$ cat src/rtl/imem_arbiter_if.sv
// Bus bundle between the instruction SRAM arbiter, its two requesters and the SRAM.
// The slave view belongs to the arbiter; the master view belongs to everything around it.
interface imem_arbiter_if #(
   parameter int ADDR_WIDTH = 10,
   parameter int DATA_WIDTH = 32
);
   // Fetch port: read-only
   logic                  f_req_valid;
   logic                  f_req_ready;
   logic [ADDR_WIDTH-1:0] f_addr;
   logic                  f_resp_valid;
   logic [DATA_WIDTH-1:0] f_resp_data;

   // Loader / debug port: read and write
   logic                  l_req_valid;
   logic                  l_req_ready;
   logic                  l_req_write;
   logic [ADDR_WIDTH-1:0] l_addr;
   logic [DATA_WIDTH-1:0] l_wdata;
   logic                  l_resp_valid;
   logic [DATA_WIDTH-1:0] l_resp_data;

   // Single-port SRAM
   logic [ADDR_WIDTH-1:0] mem_address;
   logic                  mem_i_write;
   logic [DATA_WIDTH-1:0] mem_i_data;
   logic [DATA_WIDTH-1:0] mem_readData;

   modport slave (
      input  f_req_valid, f_addr,
      output f_req_ready, f_resp_valid, f_resp_data,
      input  l_req_valid, l_req_write, l_addr, l_wdata,
      output l_req_ready, l_resp_valid, l_resp_data,
      output mem_address, mem_i_write, mem_i_data,
      input  mem_readData
   );

   modport master (
      output f_req_valid, f_addr,
      input  f_req_ready, f_resp_valid, f_resp_data,
      output l_req_valid, l_req_write, l_addr, l_wdata,
      input  l_req_ready, l_resp_valid, l_resp_data,
      input  mem_address, mem_i_write, mem_i_data,
      output mem_readData
   );
endinterface

$ cat src/rtl/imem_arbiter.sv
// Single-cycle arbiter between instruction fetch and the program loader for one SRAM port,
// plus a BOOT/RUN sequencer that stalls the core until the image has been loaded.
module imem_arbiter #(
   parameter int ADDR_WIDTH   = 10,
   parameter int DATA_WIDTH   = 32,
   parameter int STARVE_LIMIT = 4
) (
   input  logic           clock,
   input  logic           reset,
   input  logic           boot_start,
   input  logic           boot_done,
   output logic           cpu_stall,
   imem_arbiter_if.slave  bus
);

   localparam int CNT_W = $clog2(STARVE_LIMIT + 1);
   localparam logic [CNT_W-1:0] STARVE_MAX = CNT_W'(STARVE_LIMIT);

   typedef enum logic {
      BOOT = 1'b0,
      RUN  = 1'b1
   } state_t;

   state_t            state_reg;
   state_t            state_next;
   logic [CNT_W-1:0]  starve_cnt_reg;
   logic [CNT_W-1:0]  starve_cnt_next;
   logic              resp_f_reg;
   logic              resp_l_reg;
   logic              grant_f;
   logic              grant_l;
   logic              starved;
   logic [ADDR_WIDTH-1:0] addr_sel;
   logic [DATA_WIDTH-1:0] rd_data;

   // State register
   always_ff @(posedge clock) begin
      if (reset) begin
         state_reg <= BOOT;
      end else begin
         state_reg <= state_next;
      end
   end

   // Next-state logic
   always_comb begin
      state_next = state_reg;
      case (state_reg)
         BOOT:    if (boot_done)  state_next = RUN;
         RUN:     if (boot_start) state_next = BOOT;
         default: state_next = BOOT;
      endcase
   end

   // Output logic: stall and the one-hot grant
   always_comb begin
      cpu_stall = (state_reg == BOOT);
      starved   = (starve_cnt_reg == STARVE_MAX);
      grant_f   = 1'b0;
      grant_l   = 1'b0;
      if (!reset) begin
         case (state_reg)
            BOOT: begin
               grant_l = bus.l_req_valid;
            end
            RUN: begin
               if (starved) begin
                  grant_l = bus.l_req_valid;
                  grant_f = bus.f_req_valid && !bus.l_req_valid;
               end else begin
                  grant_f = bus.f_req_valid;
                  grant_l = bus.l_req_valid && !bus.f_req_valid;
               end
            end
            default: begin
               grant_f = 1'b0;
               grant_l = 1'b0;
            end
         endcase
      end
   end

   // Counts consecutive cycles the loader waited behind fetch; frozen while booting
   always_comb begin
      starve_cnt_next = starve_cnt_reg;
      if (state_reg == RUN) begin
         if (grant_l || !bus.l_req_valid) begin
            starve_cnt_next = '0;
         end else if (grant_f && (starve_cnt_reg != STARVE_MAX)) begin
            starve_cnt_next = starve_cnt_reg + 1'b1;
         end
      end
   end

   always_ff @(posedge clock) begin
      if (reset) begin
         starve_cnt_reg <= '0;
         resp_f_reg     <= 1'b0;
         resp_l_reg     <= 1'b0;
      end else begin
         starve_cnt_reg <= starve_cnt_next;
         resp_f_reg     <= grant_f;
         resp_l_reg     <= grant_l && !bus.l_req_write;
      end
   end

   always_comb begin
      addr_sel = '0;
      if (grant_f) begin
         addr_sel = bus.f_addr;
      end else if (grant_l) begin
         addr_sel = bus.l_addr;
      end
   end

   // SRAM read data is shared; the response valids say who it belongs to
   assign rd_data = bus.mem_readData;

   assign bus.f_req_ready  = grant_f;
   assign bus.l_req_ready  = grant_l;
   assign bus.mem_address  = addr_sel;
   assign bus.mem_i_write  = grant_l && bus.l_req_write;
   assign bus.mem_i_data   = bus.l_wdata;
   assign bus.f_resp_valid = resp_f_reg;
   assign bus.l_resp_valid = resp_l_reg;
   assign bus.f_resp_data  = rd_data;
   assign bus.l_resp_data  = rd_data;

endmodule

$ cat src/flat_wrapper.sv
// flat-port wrapper written by rule: the top's interface ports become plain ports
module imem_arbiter_flat 
#(
   parameter int ADDR_WIDTH   = 10,
   parameter int DATA_WIDTH   = 32,
   parameter int STARVE_LIMIT = 4
)
  (clock, reset, boot_start, boot_done, cpu_stall, bus_f_req_valid, bus_f_addr, bus_f_req_ready, bus_f_resp_valid, bus_f_resp_data, bus_l_req_valid, bus_l_req_write, bus_l_addr, bus_l_wdata, bus_l_req_ready, bus_l_resp_valid, bus_l_resp_data, bus_mem_address, bus_mem_i_write, bus_mem_i_data, bus_mem_readData);
  imem_arbiter_if #(.ADDR_WIDTH(ADDR_WIDTH), .DATA_WIDTH(DATA_WIDTH)) bus_i ();
  input  logic clock;
  input  logic reset;
  input  logic boot_start;
  input  logic boot_done;
  output logic cpu_stall;
  input wire logic [$bits(bus_i.f_req_valid)-1:0] bus_f_req_valid;
  input wire logic [$bits(bus_i.f_addr)-1:0] bus_f_addr;
  output wire logic [$bits(bus_i.f_req_ready)-1:0] bus_f_req_ready;
  output wire logic [$bits(bus_i.f_resp_valid)-1:0] bus_f_resp_valid;
  output wire logic [$bits(bus_i.f_resp_data)-1:0] bus_f_resp_data;
  input wire logic [$bits(bus_i.l_req_valid)-1:0] bus_l_req_valid;
  input wire logic [$bits(bus_i.l_req_write)-1:0] bus_l_req_write;
  input wire logic [$bits(bus_i.l_addr)-1:0] bus_l_addr;
  input wire logic [$bits(bus_i.l_wdata)-1:0] bus_l_wdata;
  output wire logic [$bits(bus_i.l_req_ready)-1:0] bus_l_req_ready;
  output wire logic [$bits(bus_i.l_resp_valid)-1:0] bus_l_resp_valid;
  output wire logic [$bits(bus_i.l_resp_data)-1:0] bus_l_resp_data;
  output wire logic [$bits(bus_i.mem_address)-1:0] bus_mem_address;
  output wire logic [$bits(bus_i.mem_i_write)-1:0] bus_mem_i_write;
  output wire logic [$bits(bus_i.mem_i_data)-1:0] bus_mem_i_data;
  input wire logic [$bits(bus_i.mem_readData)-1:0] bus_mem_readData;
  assign bus_i.f_req_valid = bus_f_req_valid;
  assign bus_i.f_addr = bus_f_addr;
  assign bus_f_req_ready = bus_i.f_req_ready;
  assign bus_f_resp_valid = bus_i.f_resp_valid;
  assign bus_f_resp_data = bus_i.f_resp_data;
  assign bus_i.l_req_valid = bus_l_req_valid;
  assign bus_i.l_req_write = bus_l_req_write;
  assign bus_i.l_addr = bus_l_addr;
  assign bus_i.l_wdata = bus_l_wdata;
  assign bus_l_req_ready = bus_i.l_req_ready;
  assign bus_l_resp_valid = bus_i.l_resp_valid;
  assign bus_l_resp_data = bus_i.l_resp_data;
  assign bus_mem_address = bus_i.mem_address;
  assign bus_mem_i_write = bus_i.mem_i_write;
  assign bus_mem_i_data = bus_i.mem_i_data;
  assign bus_i.mem_readData = bus_mem_readData;
  imem_arbiter #(.ADDR_WIDTH(ADDR_WIDTH), .DATA_WIDTH(DATA_WIDTH), .STARVE_LIMIT(STARVE_LIMIT)) u_core (.clock(clock), .reset(reset), .boot_start(boot_start), .boot_done(boot_done), .cpu_stall(cpu_stall), .bus(bus_i));
endmodule
$ cat config.mk
export PLATFORM = sky130hd
export DESIGN_NAME = imem_arbiter_flat
export DESIGN_NICKNAME = d
export VERILOG_FILES = /design/src/rtl/imem_arbiter_if.sv /design/src/rtl/imem_arbiter.sv /design/src/flat_wrapper.sv
export SDC_FILE = /design/constraint.sdc
export NUM_CORES = 1
export LEC_CHECK = 0
export ABC_AREA = 1
export BUFFER_PORTS_ARGS = -buffer_cell sky130_fd_sc_hd__buf_2
export CAP_MARGIN = 15
export CELL_PAD_IN_SITES_DETAIL_PLACEMENT = 0
export CELL_PAD_IN_SITES_GLOBAL_PLACEMENT = 1
export CORE_UTILIZATION = 14
export CTS_CLUSTER_DIAMETER = 60
export DETAILED_ROUTE_END_ITERATION = 6
export PLACE_DENSITY_LB_ADDON = 0.1
export SYNTH_ARGS = -nofsm -noshare
export SYNTH_HDL_FRONTEND = slang
export SYNTH_SLANG_ARGS = --single-unit
$ cat constraint.sdc
create_clock -name clock -period 1.3 [get_ports clock]
set_clock_uncertainty 0.2 [all_clocks]
set_input_delay 0.195 -clock clock [delete_from_list [all_inputs] [get_ports clock]]
set_output_delay 0.195 -clock clock [all_outputs]
set_load 0.01 [all_outputs]
* After elaboration in Yosys (flattened, before gate mapping)
Cells that the tools add are included.
** Operators by class
- Add/sub/neg operators :: 1
- Multipliers :: 0
- Divide/modulo/power cells :: 0
- $lt $le $gt $ge :: 0
- Equal/unequal tests :: 2
- Shifts and indexed selects :: 0
- Muxes and demuxes :: 13
- Bitwise operators :: 1
- Reduce and logical (&&, ||, !) cells :: 11
** Operator list (number)
- two-way mux 10 bit :: 2
- two-way mux 1 bit :: 7
- two-way mux 3 bit :: 2
- logical AND 1 bit :: 5
- one-hot mux 1 bit (2 select lines) :: 2
- adder 3 x 1 -> 3 bit (second input constant) :: 1
- equality test 3 bit (second input constant) :: 1
- zero test 1 bit :: 3
- inequality test 3 bit (second input constant) :: 1
- AND reduction 2 bit :: 1
- nonzero test 2 bit :: 1
- logical OR 1 bit :: 1
- inverter 1 bit :: 1
** Word-level totals
- Register bits after elaboration :: 6
- Bits in latches :: 0
- RAM bits :: 0
- ROM bits :: 0
- Input bits :: 91
- Output and inout port bits :: 112
- Word-level logic and storage cells :: 32
- Memories kept :: 0

* Longest topological paths before layout
Gate-level depths: netlist (run 1).
- Depth in word-level cells :: 8
- Depth in mapped cells :: 9
- Gate-level depth less buffers :: 8

* Worst setup path after synthesis (run 1)
No wires, ideal clock.
- Kind :: reg-to-output
- From :: register u_core.starve_cnt_reg[0]
- To :: output bus_mem_address[0]
- Arrival :: 1.097 ns
- Required time :: 0.905 ns
- Setup slack :: -0.192 ns
- Cell stages (with the launch flop) :: 10
- Buffers on the path :: 1
- Cells stage by stage :: dfxtp_1 inv_1 ha_1 nand2_1 nand2_1 nand2_2 inv_2 buf_6 nand2_1 nand2_1
** On the way
- Longest elaborated chain between the ends :: 6
- Elaborated cells on any way between the ends :: 9
- Those cells by class :: 1 x eq/ne; 8 x mux
** Ends and longest elaborated chain
- start, declared :: RTL line imem_arbiter.sv:26 : logic [CNT_W-1:0] starve_cnt_reg;
- start signal, assigned :: RTL line imem_arbiter.sv:101 : starve_cnt_reg <= starve_cnt_next;
- equality test 3 bit :: RTL line imem_arbiter.sv:58 : starved = (starve_cnt_reg == STARVE_MAX);
- two-way mux 1 bit :: RTL line imem_arbiter.sv:67 : if (starved) begin
- one-hot mux 1 bit (2 select lines) :: RTL line imem_arbiter.sv:62 : case (state_reg)
- two-way mux 1 bit :: RTL line imem_arbiter.sv:61 : if (!reset) begin
- via bus_l_req_ready :: RTL line flat_wrapper.sv:24 : output wire logic [$bits(bus_i.l_req_ready)-1:0] bus_l_req_ready;
- two-way mux 10 bit :: RTL line imem_arbiter.sv:111 : end else if (grant_l) begin
- two-way mux 10 bit :: RTL line imem_arbiter.sv:109 : if (grant_f) begin
- end, declared :: RTL line flat_wrapper.sv:27 : output wire logic [$bits(bus_i.mem_address)-1:0] bus_mem_address;
The timed path passes the listed nets, and every way through them passes these cells.

* Worst setup path in the final report (run 1)
- From :: register u_core.starve_cnt_reg[0]
- To :: output bus_mem_address[4]
** On the way
- Longest elaborated chain between the ends :: 6
- Elaborated cells on any way between the ends :: 9
- Those cells by class :: 1 x eq/ne; 8 x mux
** Ends and longest elaborated chain (RTL line)
- equality test 3 bit * :: imem_arbiter.sv:58
- two-way mux 1 bit :: imem_arbiter.sv:67
- one-hot mux 1 bit (2 select lines) :: imem_arbiter.sv:62
- two-way mux 1 bit :: imem_arbiter.sv:61
- two-way mux 10 bit :: imem_arbiter.sv:111
- two-way mux 10 bit * :: imem_arbiter.sv:109
Every way passes the cells marked *; elsewhere a longest branch is shown, timed or not.

==> results of run 1 <==
==> kinds of logic (layout without fill, tap and decap cells) <==
family | after synthesis | count (layout) | synth area share, %
adder cells (fa/ha/maj) | 2 | 2 | 2.150
AO/OA/AOI/OAI | 8 | 8 | 4.409
flip-flops | 6 | 6 | 10.32
buffers and inverters | 109 | 69 | 67.42
AND/OR/NAND/NOR | 45 | 45 | 15.70
==> synthesized netlist by cell type (2+ instances only) <==
library cell	n	area, µm²
ha_1	2	25.02
nand3_1	3	15.01
nor2_1	2	7.510
inv_1	6	22.52
o21ai_0	2	10.01
inv_2	4	15.01
buf_4	96	720.7
a21oi_1	4	20.02
dfxtp_1	6	120.1
buf_6	2	22.52
nand2_1	36	135.1
==> cell type report <==
type                       count  share of cell area, %
sequential                     6                  11.84
inverter                      11                  4.904
timing repair buffer          54                  31.82
timing repair inverter         1                 0.8373
tap                          102                  12.20
multi-input combinational     55                  34.45
clock buffer                   3                  3.947
==> timing repair <==
item | CTS | global route
setup endpoints to repair | 17 | 18
buffers inserted | 1 | 1
cloned | 1 | 0
endpoints found under the hold margin | 2 | 0
pin swaps | 2 | 1
gates resized for setup | 13 | 10
hold buffers | 2 | 0
==> layer usage <==
| layer | vias up | track usage (%) |
|---|---|---|
| met5 | - | 0 |
| met4 | 0 | 3.718 |
| met3 | 29 | 5.285 |
| met2 | 88 | 8.088 |
| met1 | 280 | 5.776 |
| li1 | 337 | - |
==> tightest hold or removal path, delay by kind of cell <==
family	cells	cell delay, ns
buffers and inverters	1	0.08
AOI/OAI and AO/OA	2	0.17
==> where the power goes <==
group	switching (W)	internal, W
logic	0.000113	0.000110
clock network	0.0000779	0.000199
registers	0.00000349	0.000193
==> worst min path at each step <==
stage,start,endpoint,slack [ns],depth (start not counted)
final,boot_done,u_core.state_reg,0.06,3
after floorplan,reset,u_core.starve_cnt_reg[1],0.06,1
after CTS,boot_done,u_core.state_reg,0.05,3
after global placement,boot_start,u_core.state_reg,0.18,2
after detailed placement,boot_start,u_core.state_reg,0.19,2
after global routing,boot_done,u_core.state_reg,0.08,3
==> stage by stage <==
step / TNS, ns / hold WS, ns / cells / setup slack [ns] / utilization (%)
global placement: -3.517 / 0.1788 / 224 / -0.2979 / 11.17
detailed placement: -3.596 / 0.1892 / 224 / -0.3103 / 11.17
global route: -7.680 / 0.08197 / 232 / -0.5669 / 13.26
floorplan: -1.110 / 0.05665 / 170 / -0.1233 / -
CTS: -6.695 / 0.05356 / 231 / -0.4896 / 12.63
finish: -6.046 / 0.06340 / 232 / -0.4573 / 13.26
==> metrics.cfg, run 1 <==
[worst_setup_path]
crit_end = bus_mem_address[4]
r2r-end = u_core.starve_cnt_reg[1]
cp-start-kind = flip-flop
r2r-start = u_core.starve_cnt_reg[0]
required_ns = 0.90
reg2reg_slack_ns = -0.23
worstPathCellList = inv_2 > ha_4 > nand2_4 > o211ai_4 > inv_4 > nand2_1 > nand2_2 > buf_2
critPathLaunch = u_core.starve_cnt_reg[0]
path_delay_family = buffers and inverters
r2r_cells = 9
path_class = reg2out
cp_num_buf_inv = 3
cp-end-kind = output port
slowest_delay_ns = 0.31
worst-path-max-fanout = 11
path_depth = 8
crit_arrival_ns = 1.36
crit_slowest_cell = dfxtp_2

[power]
ir_drop_mv = 0.2372
power.leakage_nw = 0.5171
p_per_area_nw_per_um2 = 665.7
finalPower_w = 0.0006964

[clock_network]
clkTransAtPathRegs_ns = 0.04
cts_inserted_buffers = 3
cts_tree = done
cts.sinks = 6
cts-htree-levels = 1
ctsLongestPathBuffers = 2
insertion_delay_ns = 0.22
root_buffer = clkbuf_8

[timing]
slew_viol_final = 0
worst_slew_pin_slew_ns = 0.2771
fin_crit_ns = 1.757
fin_crit_sh_pct = 135.2
fmax_mhz = 569.1
fin_ws_ns = -0.4573
relSlewSlack_pct = 81.52
setup_violations = 17
final-hold-violation-count = 0
rsz0062_at_grt = yes

[routing]
drc = 0
route.met2.wl_mm = 1.003
wl_mm = 2.528
first_pass_iters = 2
viasPerCell = 3.164
post_drt_wl_per_cell_um = 10.90
drt-initial-drc-count = 6
via_count = 734
m1WireLength_um = 946
dr.max_layer_used = met4
met3WireLength_um = 472
drtAntennaViolNets = 0

[run_status]
violations = setup timing
status = finished with violations

[floorplanning]
dieHeight_um = 93.17
start_util_pct = 14.75
die_w_um = 93.17
fp.coreArea_um2 = 7888
boundaryPins = 203
row_count = 32
dieArea_um2 = 8680

[cells_and_area]
drive_gt1_share_pct = 73.08
largest_reg_flops = 3
multiInputGateArea_um2 = 360.3
layout_common_cells = buf_2 (40), nand2_2 (20), nand2_1 (15), buf_6 (6), buf_4 (6)
antenna_cells = 0
nets = 225
n_fill_cell = 933
fin_area_um2 = 1046
area_delta_synth_final_pct = -10.11
regArea_um2 = 123.9
layout_commonest_cell = buf_2

[grt]
grt_antenna_before_repair = 0
grtUsageTotal_pct = 5.889
grt_max_degree = 12
grt_overflow = 0
grt_pass1_vias = 796
grt_pass1_wl_mm = 3.946

[yosys]
synth_edf_count = 0
syn-instance-count = 170
syn_area_um2 = 1164
yosysSeqAreaShare_pct = 10.32
yosys_warnings = 0
synth_cell_types = 18
ys_ff_latch = 6
syn-num-nets = 263
synth_ff_type = dfxtp_1
synth_area_per_cell_um2 = 6.845
synthArstFlopShare_pct = 0

[place]
place_hpwl_mm = 2.062
postPlaceCellArea_um2 = 880.8
port-buffer-count = 42
gp_congestion = 0.6908

[worst_hold_path]
hold_path.class = in2reg

[run]
max-cap-violations = 0

(Power assumes the default switching activity.)
==> inputs of run 2 (changes only) <==
PLACE_DENSITY = 0.78   (was not set)
PLACE_DENSITY_LB_ADDON = not set   (was 0.1)
SETUP_SLACK_MARGIN = 0.2   (was not set)
==> metrics.cfg, run 2 (synthesized netlist as in run 1, its figures left out) <==
[run_status]
status = finished with violations
violations = setup timing

[timing]
fmax_mhz = 568.1
slew_viol_final = 0
fin_crit_sh_pct = 135.4
fin_ws_ns = -0.4604
worst_slew_pin_slew_ns = 0.3225
setup_violations = 17
fin_crit_ns = 1.760
relSlewSlack_pct = 78.50
final-hold-violation-count = 0
rsz0062_at_grt = yes

[place]
gp_congestion = 0.7061
place_hpwl_mm = 1.801
port-buffer-count = 42

[worst_hold_path]
hold_path.class = in2reg
hp-start = boot_done
hold-path-endpoint = u_core.state_reg
min_path_cells = 3

[clock_network]
insertion_delay_ns = 0.22
cts-htree-levels = 1
cts.sinks = 6
cts_inserted_buffers = 3
clkTransAtPathRegs_ns = 0.04
root_buffer = clkbuf_8
cts_tree = done
ctsLongestPathBuffers = 2

[floorplanning]
row_count = 32
dieArea_um2 = 8680
fp.coreArea_um2 = 7888
start_util_pct = 14.75
die_w_um = 93.17
dieHeight_um = 93.17
boundaryPins = 203

[cells_and_area]
n_fill_cell = 900
fin_util_pct = 13.17
drive_gt1_share_pct = 73.08
largest_reg_flops = 3
layout_commonest_cell = buf_2
antenna_cells = 0
regArea_um2 = 123.9
area_delta_synth_final_pct = -10.75
layout_common_cells = buf_2 (40), nand2_2 (20), nand2_1 (15), buf_4 (7), buf_6 (5)
multiInputGateArea_um2 = 355.3
nets = 225

[worst_setup_path]
r2r_cells = 9
r2r-start = u_core.starve_cnt_reg[0]
cp_num_buf_inv = 3
required_ns = 0.90
reg2reg_slack_ns = -0.20
worst-path-max-fanout = 11
cp-start-kind = flip-flop
crit_slowest_cell = dfxtp_2
slowest_delay_ns = 0.32
path_delay_family = flip-flops
worstPathCellList = inv_2 > ha_4 > nand2_4 > o211ai_4 > inv_4 > nand2_1 > nand2_2 > buf_2
cp-end-kind = output port
path_class = reg2out
r2r-end = u_core.starve_cnt_reg[1]
crit_arrival_ns = 1.37

[grt]
grt_antenna_before_repair = 0
grtUsageTotal_pct = 5.355
grt_pass1_vias = 720
grt_max_degree = 12
grt_overflow = 0
grt_pass1_wl_mm = 3.539

[routing]
drc = 0
wl_mm = 2.434
drt-initial-drc-count = 14
first_pass_iters = 4
post_drt_wl_per_cell_um = 10.49
drtAntennaViolNets = 0
viasPerCell = 3.116
via_count = 723

[power]
finalPower_w = 0.0007073
ir_drop_mv = 0.1977
p_per_area_nw_per_um2 = 681.1
power.leakage_nw = 0.5193

[run]
max-cap-violations = 0

[run 2: cell counts in the layout (fill, tap and decap cells not counted)]
No cell type changed its count.
[run 2: metal layers]
layer	up-vias	GRT usage (%)	share of wire [%]
li1	341	-	-
met2	55	8.578	49
met4	0	4.231	4.8
met3	21	3.415	13
met5	-	0	0
met1	306	4.787	33
[run 2: area by class of cell]
type	count	area share, %
repair inverters	1	0.8434
flip-flops and latches	6	11.93
clock buffers	3	3.976
well taps	102	12.29
multi-input cells	55	34.22
repair buffers	54	31.69
inverters	11	5.060
[run 2: worst register-to-register path: stages, from the launching register on]
cell	delay [ns]
dfxtp_2	0.33
inv_2	0.05
ha_4	0.15
nand2_4	0.07
nand2_2	0.07
nand2_4	0.12
buf_6	0.12
buf_6	0.10
nand4_1	0.07
a21oi_1	0.15
[run 2: power by group]
| group | switching, W | internal (W) |
|---|---|---|
| registers | 0.00000357 | 0.000193 |
| logic | 0.000113 | 0.000107 |
| clock network | 0.0000916 | 0.000200 |
[run 2: repair_timing]
action                                  CTS  global route
endpoints found under the hold margin     2             0
resized for setup                        19             1
hold buffers                              2             0
pin swaps                                 3             1
buffers inserted                          3             1
gates cloned                              1             0
endpoints found under the setup margin   19            19
[run 2: worst max path at each step]
stage / slack [ns] / cells after the start / to / startpoint
2_1_floorplan: -0.12 / 9 / bus_mem_address[0] / u_core.starve_cnt_reg[0]
3_3_place_gp: -0.29 / 8 / bus_mem_address[6] / u_core.starve_cnt_reg[1]
3_5_place_dp: -0.32 / 8 / bus_mem_address[5] / u_core.starve_cnt_reg[1]
4_1_cts: -0.48 / 8 / bus_mem_address[5] / u_core.starve_cnt_reg[1]
5_1_grt: -0.55 / 8 / bus_mem_address[8] / u_core.starve_cnt_reg[1]
6_report: -0.46 / 8 / bus_mem_address[6] / u_core.starve_cnt_reg[1]
[run 2: stage by stage]
stage	setup TNS, ns	hold slack (ns)	instances	instance area, µm²	setup WS, ns
6_report	-6.113	0.04149	232	1039	-0.4604
5_1_grt	-7.342	0.09329	232	1039	-0.5488
4_1_cts	-6.227	0.04410	231	1027	-0.4753
3_5_place_dp	-3.799	0.1748	222	868.3	-0.3211
3_3_place_gp	-3.371	0.1703	222	868.3	-0.2945
2_1_floorplan	-1.105	0.05665	170	1232	-0.1227
==> inputs of run 3 (changes only) <==
CAP_MARGIN = 20   (was 15)
CORE_MARGIN = 3   (was not set)
REMOVE_ABC_BUFFERS = 1   (was not set)
==> metrics.cfg, run 3 (synthesized netlist as in run 1, its figures left out) <==
[cells_and_area]
drive_gt1_share_pct = 58.91
antenna_cells = 0
layout_commonest_cell = buf_2
layout_common_cells = buf_2 (40), nand2_1 (33), buf_6 (6), buf_4 (6), inv_2 (4)
multiInputGateArea_um2 = 304.0
regArea_um2 = 123.9
n_fill_cell = 923
largest_reg_flops = 3
stdcell_count = 231
area_delta_synth_final_pct = -15.91
nets = 224
fin_util_pct = 12.40

[floorplanning]
start_util_pct = 14.75
die_w_um = 97.17
row_count = 32
dieArea_um2 = 9441
dieHeight_um = 97.17
fp.coreArea_um2 = 7888
boundaryPins = 203

[routing]
post_drt_wl_per_cell_um = 34.04
via_count = 835
route.met2.wl_mm = 3.681
dr.max_layer_used = met4
drc = 0
viasPerCell = 3.615
wl_mm = 7.863
first_pass_iters = 4
met3WireLength_mm = 2.884
drt-initial-drc-count = 17
drtAntennaViolNets = 0
m1WireLength_mm = 1.278

[grt]
grt_pass1_vias = 810
grt_antenna_before_repair = 0
grt_overflow = 0
grt_max_degree = 12
grt_pass1_wl_mm = 9.742
grtUsageTotal_pct = 15.89

[place]
placed_cells = 222
place_hpwl_mm = 7.220
place_ws_ns = -0.2732
port-buffer-count = 42
gp_congestion = 0.8383

[clock_network]
cts.sinks = 6
cts_tree = done
cts-htree-levels = 1
root_buffer = clkbuf_8
insertion_delay_ns = 0.23
cts_inserted_buffers = 3
ctsLongestPathBuffers = 2
clkTransAtPathRegs_ns = 0.04

[worst_setup_path]
crit_arrival_ns = 1.36
reg2reg_slack_ns = -0.26
path_class = reg2out
cp-start-kind = flip-flop
cp-end-kind = output port
worst-path-max-fanout = 11
required_ns = 0.90

[timing]
fmax_mhz = 569.2
fin_ws_ns = -0.4568
fin_crit_sh_pct = 135.1
fin_crit_ns = 1.757
setup_violations = 17
slew_viol_final = 0
rsz0062_at_grt = yes
final-hold-violation-count = 0
worst_slew_pin_slew_ns = 0.3063
relSlewSlack_pct = 79.58
tns_ns = -6.228

[worst_hold_path]
hold_path.class = in2reg

[power]
p_per_area_nw_per_um2 = 704.9
power.leakage_nw = 0.5055
ir_drop_mv = 0.3324
finalPower_w = 0.0006897

[run_status]
violations = setup timing
status = finished with violations

[run]
max-cap-violations = 0

run 3: final timing paths:
check                                              start                        to  cells after the start
worst max-delay path            u_core.starve_cnt_reg[0]        bus_mem_address[6]                      8
worst min-delay path                               reset  u_core.starve_cnt_reg[1]                      2
worst max register to register  u_core.starve_cnt_reg[1]  u_core.starve_cnt_reg[1]                     10
worst min register to register          u_core.state_reg          u_core.state_reg                      2
run 3: cell type report:
class,instances,share of cell area (%)
flip-flops and latches,6,12.66
multi-input cells,55,31.07
inverters,11,4.987
well taps,102,13.04
repair buffers,54,34.02
clock buffers,3,4.220
run 3: through the flow:
step	area (µm²)	hold slack, ns
2_1_floorplan	420.4	0.06407
3_3_place_gp	803.3	0.1710
3_5_place_dp	803.3	0.1748
4_1_cts	945.9	0.008074
5_1_grt	978.4	0.03531
6_report	978.4	0.01515
run 3: worst max-delay path, cell delays in order (launching register included):
cell,delay (ns)
dfxtp_2,0.31
inv_2,0.08
ha_4,0.15
nand2_4,0.06
o211ai_4,0.19
inv_4,0.09
nand2_1,0.07
nand2_1,0.05
buf_2,0.13
run 3: report_power, final:
group	total [W]	internal, W	switching [W]	leakage, nW
Sequential	0.000196	0.000193	0.00000309	0.0501
Clock	0.000295	0.000200	0.0000949	0.0216
Combinational	0.000199	0.000100	0.0000984	0.434
Total	0.000690	0.000493	0.000196	0.505
run 3: metal layers:
layer / vias to the layer above / global-route usage [%]
li1: 338 / -
met1: 333 / 7.556
met2: 160 / 25.37
met3: 4 / 28.72
met4: 0 / 1.296
met5: - / 0
run 3: what timing repair did:
action	in CTS	in global routing
gates resized for setup	17	8
hold buffers	2	0
setup buffers	4	0
endpoints found under the setup margin	19	19
endpoints found under the hold margin	2	0
pin swaps	3	1
